## config.mk

```make
export PLATFORM = sky130hd
export DESIGN_NAME = range_slice_streamer
export DESIGN_NICKNAME = d
export VERILOG_FILES = /design/src/rtl/range_slice_streamer_pkg.sv /design/src/rtl/range_slice_streamer_slice_select.sv /design/src/rtl/range_slice_streamer.sv
export SDC_FILE = /design/constraint.sdc
export NUM_CORES = 1
export LEC_CHECK = 0
export BUFFER_PORTS_ARGS = -buffer_cell sky130_fd_sc_hd__buf_2
export CAP_MARGIN = 25
export CELL_PAD_IN_SITES_DETAIL_PLACEMENT = 2
export CELL_PAD_IN_SITES_GLOBAL_PLACEMENT = 2
export CORE_ASPECT_RATIO = 1.1
export CORE_MARGIN = 2
export CORE_UTILIZATION = 30
export CTS_BUF_LIST = sky130_fd_sc_hd__clkbuf_4
export DETAILED_ROUTE_END_ITERATION = 7
export GPL_TIMING_DRIVEN = 0
export PLACE_DENSITY_LB_ADDON = 0.2
export SYNTH_ARGS = -nofsm -noshare
export SYNTH_HDL_FRONTEND = slang
export SYNTH_SLANG_ARGS = --single-unit
```

## constraint.sdc

```tcl
create_clock -name clk -period 1.94 [get_ports clk]
set_input_delay 0.582 -clock clk [delete_from_list [all_inputs] [get_ports clk]]
set_output_delay 0.582 -clock clk [all_outputs]
set_load 0.03 [all_outputs]
```

## src/rtl/range_slice_streamer_pkg.sv

```systemverilog
// Shared definitions for the range-slice streamer: mode encodings, FSM state
// type and helpers that derive the normalised bit range of a declared word.
package slice_pkg;

  localparam int SLICE_ASC  = 0;
  localparam int SLICE_DESC = 1;

  typedef enum logic {
    IDLE,
    STREAM
  } state_t;

  function automatic int range_lo(input int a, input int b);
    return (a < b) ? a : b;
  endfunction

  function automatic int range_hi(input int a, input int b);
    return (a > b) ? a : b;
  endfunction

  // Fragment counter width; a single-fragment word still needs one bit.
  function automatic int idx_width(input int n);
    return ($clog2(n) < 1) ? 1 : $clog2(n);
  endfunction

endpackage

```

## src/rtl/range_slice_streamer_slice_select.sv

```systemverilog
// Combinational fragment selector: picks fragment idx of a word declared
// [LEFT:RIGHT], using +: from LO (ascending) or -: from HI (descending).
module slice_select
  import slice_pkg::*;
#(
  parameter  int LEFT   = 0,
  parameter  int RIGHT  = 7,
  parameter  int SLICE  = 2,
  parameter  int MODE   = SLICE_ASC,
  localparam int LO     = range_lo(LEFT, RIGHT),
  localparam int HI     = range_hi(LEFT, RIGHT),
  localparam int LEN    = HI - LO + 1,
  localparam int NSLICE = (SLICE > 0) ? (LEN / SLICE) : 1,
  localparam int IW     = idx_width(NSLICE)
) (
  input  logic [LEFT:RIGHT]  word,
  input  logic [IW-1:0]      idx,
  output logic [SLICE-1:0]   data
);

  // Every fragment is a constant part-select, so the offset LO+g*SLICE is
  // resolved at elaboration and can never wrap or leave [LO:HI].
  logic [SLICE-1:0] frag [NSLICE];

  for (genvar g = 0; g < NSLICE; g++) begin : g_frag
    if (MODE == SLICE_DESC) begin : g_desc
      assign frag[g] = word[HI - g*SLICE -: SLICE];
    end else begin : g_asc
      assign frag[g] = word[LO + g*SLICE +: SLICE];
    end
  end

  // Index-driven mux over the precomputed fragments.
  always_comb begin
    data = '0;
    for (int unsigned i = 0; i < NSLICE; i++) begin
      if (idx == IW'(i)) data = frag[i];
    end
  end

endmodule

```

## src/rtl/range_slice_streamer.sv

```systemverilog
// Captures one [LEFT:RIGHT] word and streams it as SLICE-wide fragments over
// a valid/ready link, reloading back-to-back on the last fragment.
module range_slice_streamer
  import slice_pkg::*;
#(
  parameter  int LEFT   = 0,
  parameter  int RIGHT  = 7,
  parameter  int SLICE  = 2,
  parameter  int MODE   = SLICE_ASC,
  localparam int LO     = range_lo(LEFT, RIGHT),
  localparam int HI     = range_hi(LEFT, RIGHT),
  localparam int LEN    = HI - LO + 1,
  localparam int NSLICE = (SLICE > 0) ? (LEN / SLICE) : 1,
  localparam int IW     = idx_width(NSLICE)
) (
  input  logic              clk,
  input  logic              rst,
  input  logic              in_valid,
  output logic              in_ready,
  input  logic [LEFT:RIGHT] in_data,
  output logic              out_valid,
  input  logic              out_ready,
  output logic [SLICE-1:0]  out_data,
  output logic [IW-1:0]     out_index,
  output logic              out_last
);

  if (SLICE < 1) begin : g_bad_slice
    $error("range_slice_streamer: SLICE must be at least 1");
  end else if ((LEN % SLICE) != 0) begin : g_bad_len
    $error("range_slice_streamer: word length must be a multiple of SLICE");
  end

  state_t            state, state_n;
  logic [IW-1:0]     idx, idx_n;
  logic [LEFT:RIGHT] cap, cap_n;
  logic              load;

  assign out_valid = (state == STREAM);
  assign out_index = idx;
  assign out_last  = out_valid && (idx == IW'(NSLICE - 1));

  // State, fragment counter and capture register.
  always_ff @(posedge clk) begin
    if (rst) begin
      state <= IDLE;
      idx   <= '0;
      cap   <= '0;
    end else begin
      state <= state_n;
      idx   <= idx_n;
      cap   <= cap_n;
    end
  end

  // Next state: accept in IDLE or on the consumed last fragment, else advance.
  always_comb begin
    state_n  = state;
    idx_n    = idx;
    cap_n    = cap;
    in_ready = 1'b0;
    load     = 1'b0;
    unique case (state)
      IDLE: begin
        in_ready = 1'b1;
        load     = in_valid;
      end
      STREAM: begin
        if (out_ready) begin
          if (out_last) begin
            in_ready = 1'b1;
            load     = in_valid;
            if (!in_valid) begin
              state_n = IDLE;
              idx_n   = '0;
            end
          end else begin
            idx_n = idx + IW'(1);
          end
        end
      end
      default: state_n = IDLE;
    endcase
    if (load) begin
      state_n = STREAM;
      idx_n   = '0;
      cap_n   = in_data;
    end
  end

  slice_select #(
    .LEFT (LEFT),
    .RIGHT(RIGHT),
    .SLICE(SLICE),
    .MODE (MODE)
  ) u_select (
    .word(cap),
    .idx (idx),
    .data(out_data)
  );

endmodule

```

==> impl_metrics.ini <==
[outcome]
outcome = finished, violations left
violations = setup timing

[synthesis]
synth_area_um2 = 641
synth_top_family_by_area = simple AND/OR/NAND/NOR gates
yosysWarningCount = 0
synthSimpleGateAreaFrac_pct = 26.4
yosys.area.top_type = dfxtp_1
synth-seq-cells = 11
synthAdderAreaFrac_pct = 7.81
synth_nets = 87
synth_cells = 71
synth.top_cell.area_share_pct = 34.4
yosysUniqueCellTypes = 19
synthTopCellsByCount = nand2b_1, dfxtp_1, mux2i_1, a21oi_1, inv_1
synth-seq-area-share_pct = 34.4
synthXorXnorAreaFrac_pct = 0
synth_mux_area_share_pct = 12.5
synth_compound_area_share_pct = 13.1
synth-edff-count = 0
synth.area.top_cells = dfxtp_1, nand2b_1, mux2i_1, ha_1, a21oi_1
avgSynthCellArea_um2 = 9.02
synth.most_common_cell = nand2b_1
ys.flop_type = dfxtp_1
async_flop_share_pct = 0

[timing]
slew_headroom_pct = 73.4
final_max_slew_viol_count = 0
setup_violations = 2
max_freq_mhz = 487
worstMarginPinSlew_ps = 399
finalHoldViolations = 0
rsz0062_at_grt = true
fin_crit_sh_pct = 106
layout_min_cycle_time_ps = 2060
fin_skew_ps = 0.718
setup_slack_ps = -115

[job]
maxCapViolations = 0

[pwr]
leakage_uw = 0.000372
p_total_uw = 546
power_density_mw_per_mm2 = 616
worst_ir_drop_vdd_v = 0.000320

[grt]
grt-ovfl-total = 0
grt_pass1_wl_um = 2970
grt_pass1_vias = 637
gr-usage-met1_pct = 20.0
grt_busiest_layer = met2
antenna_found_initial = 0
grt_max_degree = 11
track_usage_pct = 17.9
grt_use_met3_pct = 3.10
grt_use_met2_pct = 29.3

[setup_path]
critPathArrivalTime_ps = 1470
path_max_fanout = 4
worst_ep_required_time_ps = 1360
crit_type = flip-flop to output port
startpoint_type = flip-flop
end_kind = output port

[route]
vias_per_cell = 4.65
wl_per_cell_um = 14.8
remaining_drc_errors = 0
drt_iter0_drc = 1
vias = 576
first_pass_iters = 2
ant_nets = 0
routed_wl_um = 1840

[floorplan]
die_y_um = 52.5
ios = 19
rows = 17
start_util_pct = 31.7
coreArea_mm2 = 0.00202
die_area_mm2 = 0.00252
chipWidth_um = 48.1

[clock_network]
numCtsBuffers = 3
cts_tree = built
ctsLongestPathBuffers = 2
root_buffer = clkbuf_4
h-tree-depth = 1
clk-insertion-delay-late_ps = 280
path_clk_slew_ps = 80
cts_sinks = 11

[cells_and_area]
final_cells = 124
final_core_util_pct = 43.9
nets = 113
drive_above_1_share_pct = 45.8
final_area_um2 = 887
antenna_cells = 0
syn_to_final_growth_pct = 38.5
n_fill_cell = 243

[min_path]
hold_path.class = flip-flop to flip-flop

[placed_design]
portBuffers = 17
hpwl_um = 1200
placed_cell_area_um2 = 762
dp.cells = 116
gp_routability_congestion = 0.715
==> cell families after synthesis <==
logic type / count (synthesis)
and+or+nand+nor: 28
AOI/OAI and AO/OA: 12
adders and majority gates: 4
muxes: 8
DFF: 11
buffers and inverters: 8
==> metal layers <==
layer | share of wire [%] | up-vias
met1 | 41 | 275
li1 | - | 286
met3 | 3.0 | 4
met2 | 54 | 11
met4 | 2.0 | 0
met5 | 0 | -
==> layout make-up <==
cell class              count  area (um^2)  area share [%]
repair buffers             21          128            14.4
inverters                   5         23.8            2.68
well taps                  28         35.0            3.95
clock buffers               4         30.0            3.39
flip-flops and latches     11          228            25.7
plain buffers               3         18.8            2.12
multi-input cells          52          424            47.8
==> metrics by stage <==
stage | hold WS [ps] | TNS [ps] | worst slack, ps
2_1_floorplan | 449 | 0 | 20.5
3_3_place_gp | 463 | 0 | 62.6
3_5_place_dp | 472 | 0 | 15.0
4_1_cts | 485 | -210 | -107
5_1_grt | 506 | -472 | -180
6_report | 481 | -209 | -115
==> worst max-delay path, cell delays in order (launching register included) <==
cell and delay, ps:
dfxtp_4 390, inv_4 50, ha_4 170, a21oi_2 140, o21ai_1 80, a22o_2 230
buf_6 140
==> cells in the final DEF, fill, tap and decap left out, types with 3 or more instances in the layout <==
master,count
clkbuf_4,4
buf_4,4
buf_6,3
a21oi_1,3
inv_1,3
mux2i_1,8
nand2_1,3
buf_2,15
nand2b_1,17
dfxtp_1,9
==> sequential cells by signal, summed over array words and instances (netlist names) <==
signal / flops
cap: 8
out_index: 2
out_valid: 1
==> what timing repair did <==
item | CTS | global route
endpoints found under the setup margin | 4 | 4
hold buffers | 0 | 0
setup buffers | 3 | 1
pin swaps | 4 | 6
hold endpoints to repair | 0 | 0
resized for setup | 20 | 2
==> power breakdown <==
group          internal (uW)  switching [uW]  total, uW  leakage [uW]
combinational           54.0            57.9        112      0.000262
sequential               237            11.2        248     0.0000919
clock                   93.9            91.8        186     0.0000184
==> final timing paths <==
check	from	endpoint	slack (ps)	depth (start not counted)
setup / recovery	out_index[1]$_SDFFE_PP0P_	out_data[1]	-120	6
hold / removal	cap[7]$_SDFFE_PP0P_	cap[7]$_SDFFE_PP0P_	480	2
setup reg to reg	out_index[0]$_SDFFE_PP0P_	cap[4]$_SDFFE_PP0P_	580	5
hold reg to reg	cap[7]$_SDFFE_PP0P_	cap[7]$_SDFFE_PP0P_	480	2
Note: power is estimated with default switching activity, not from simulation.
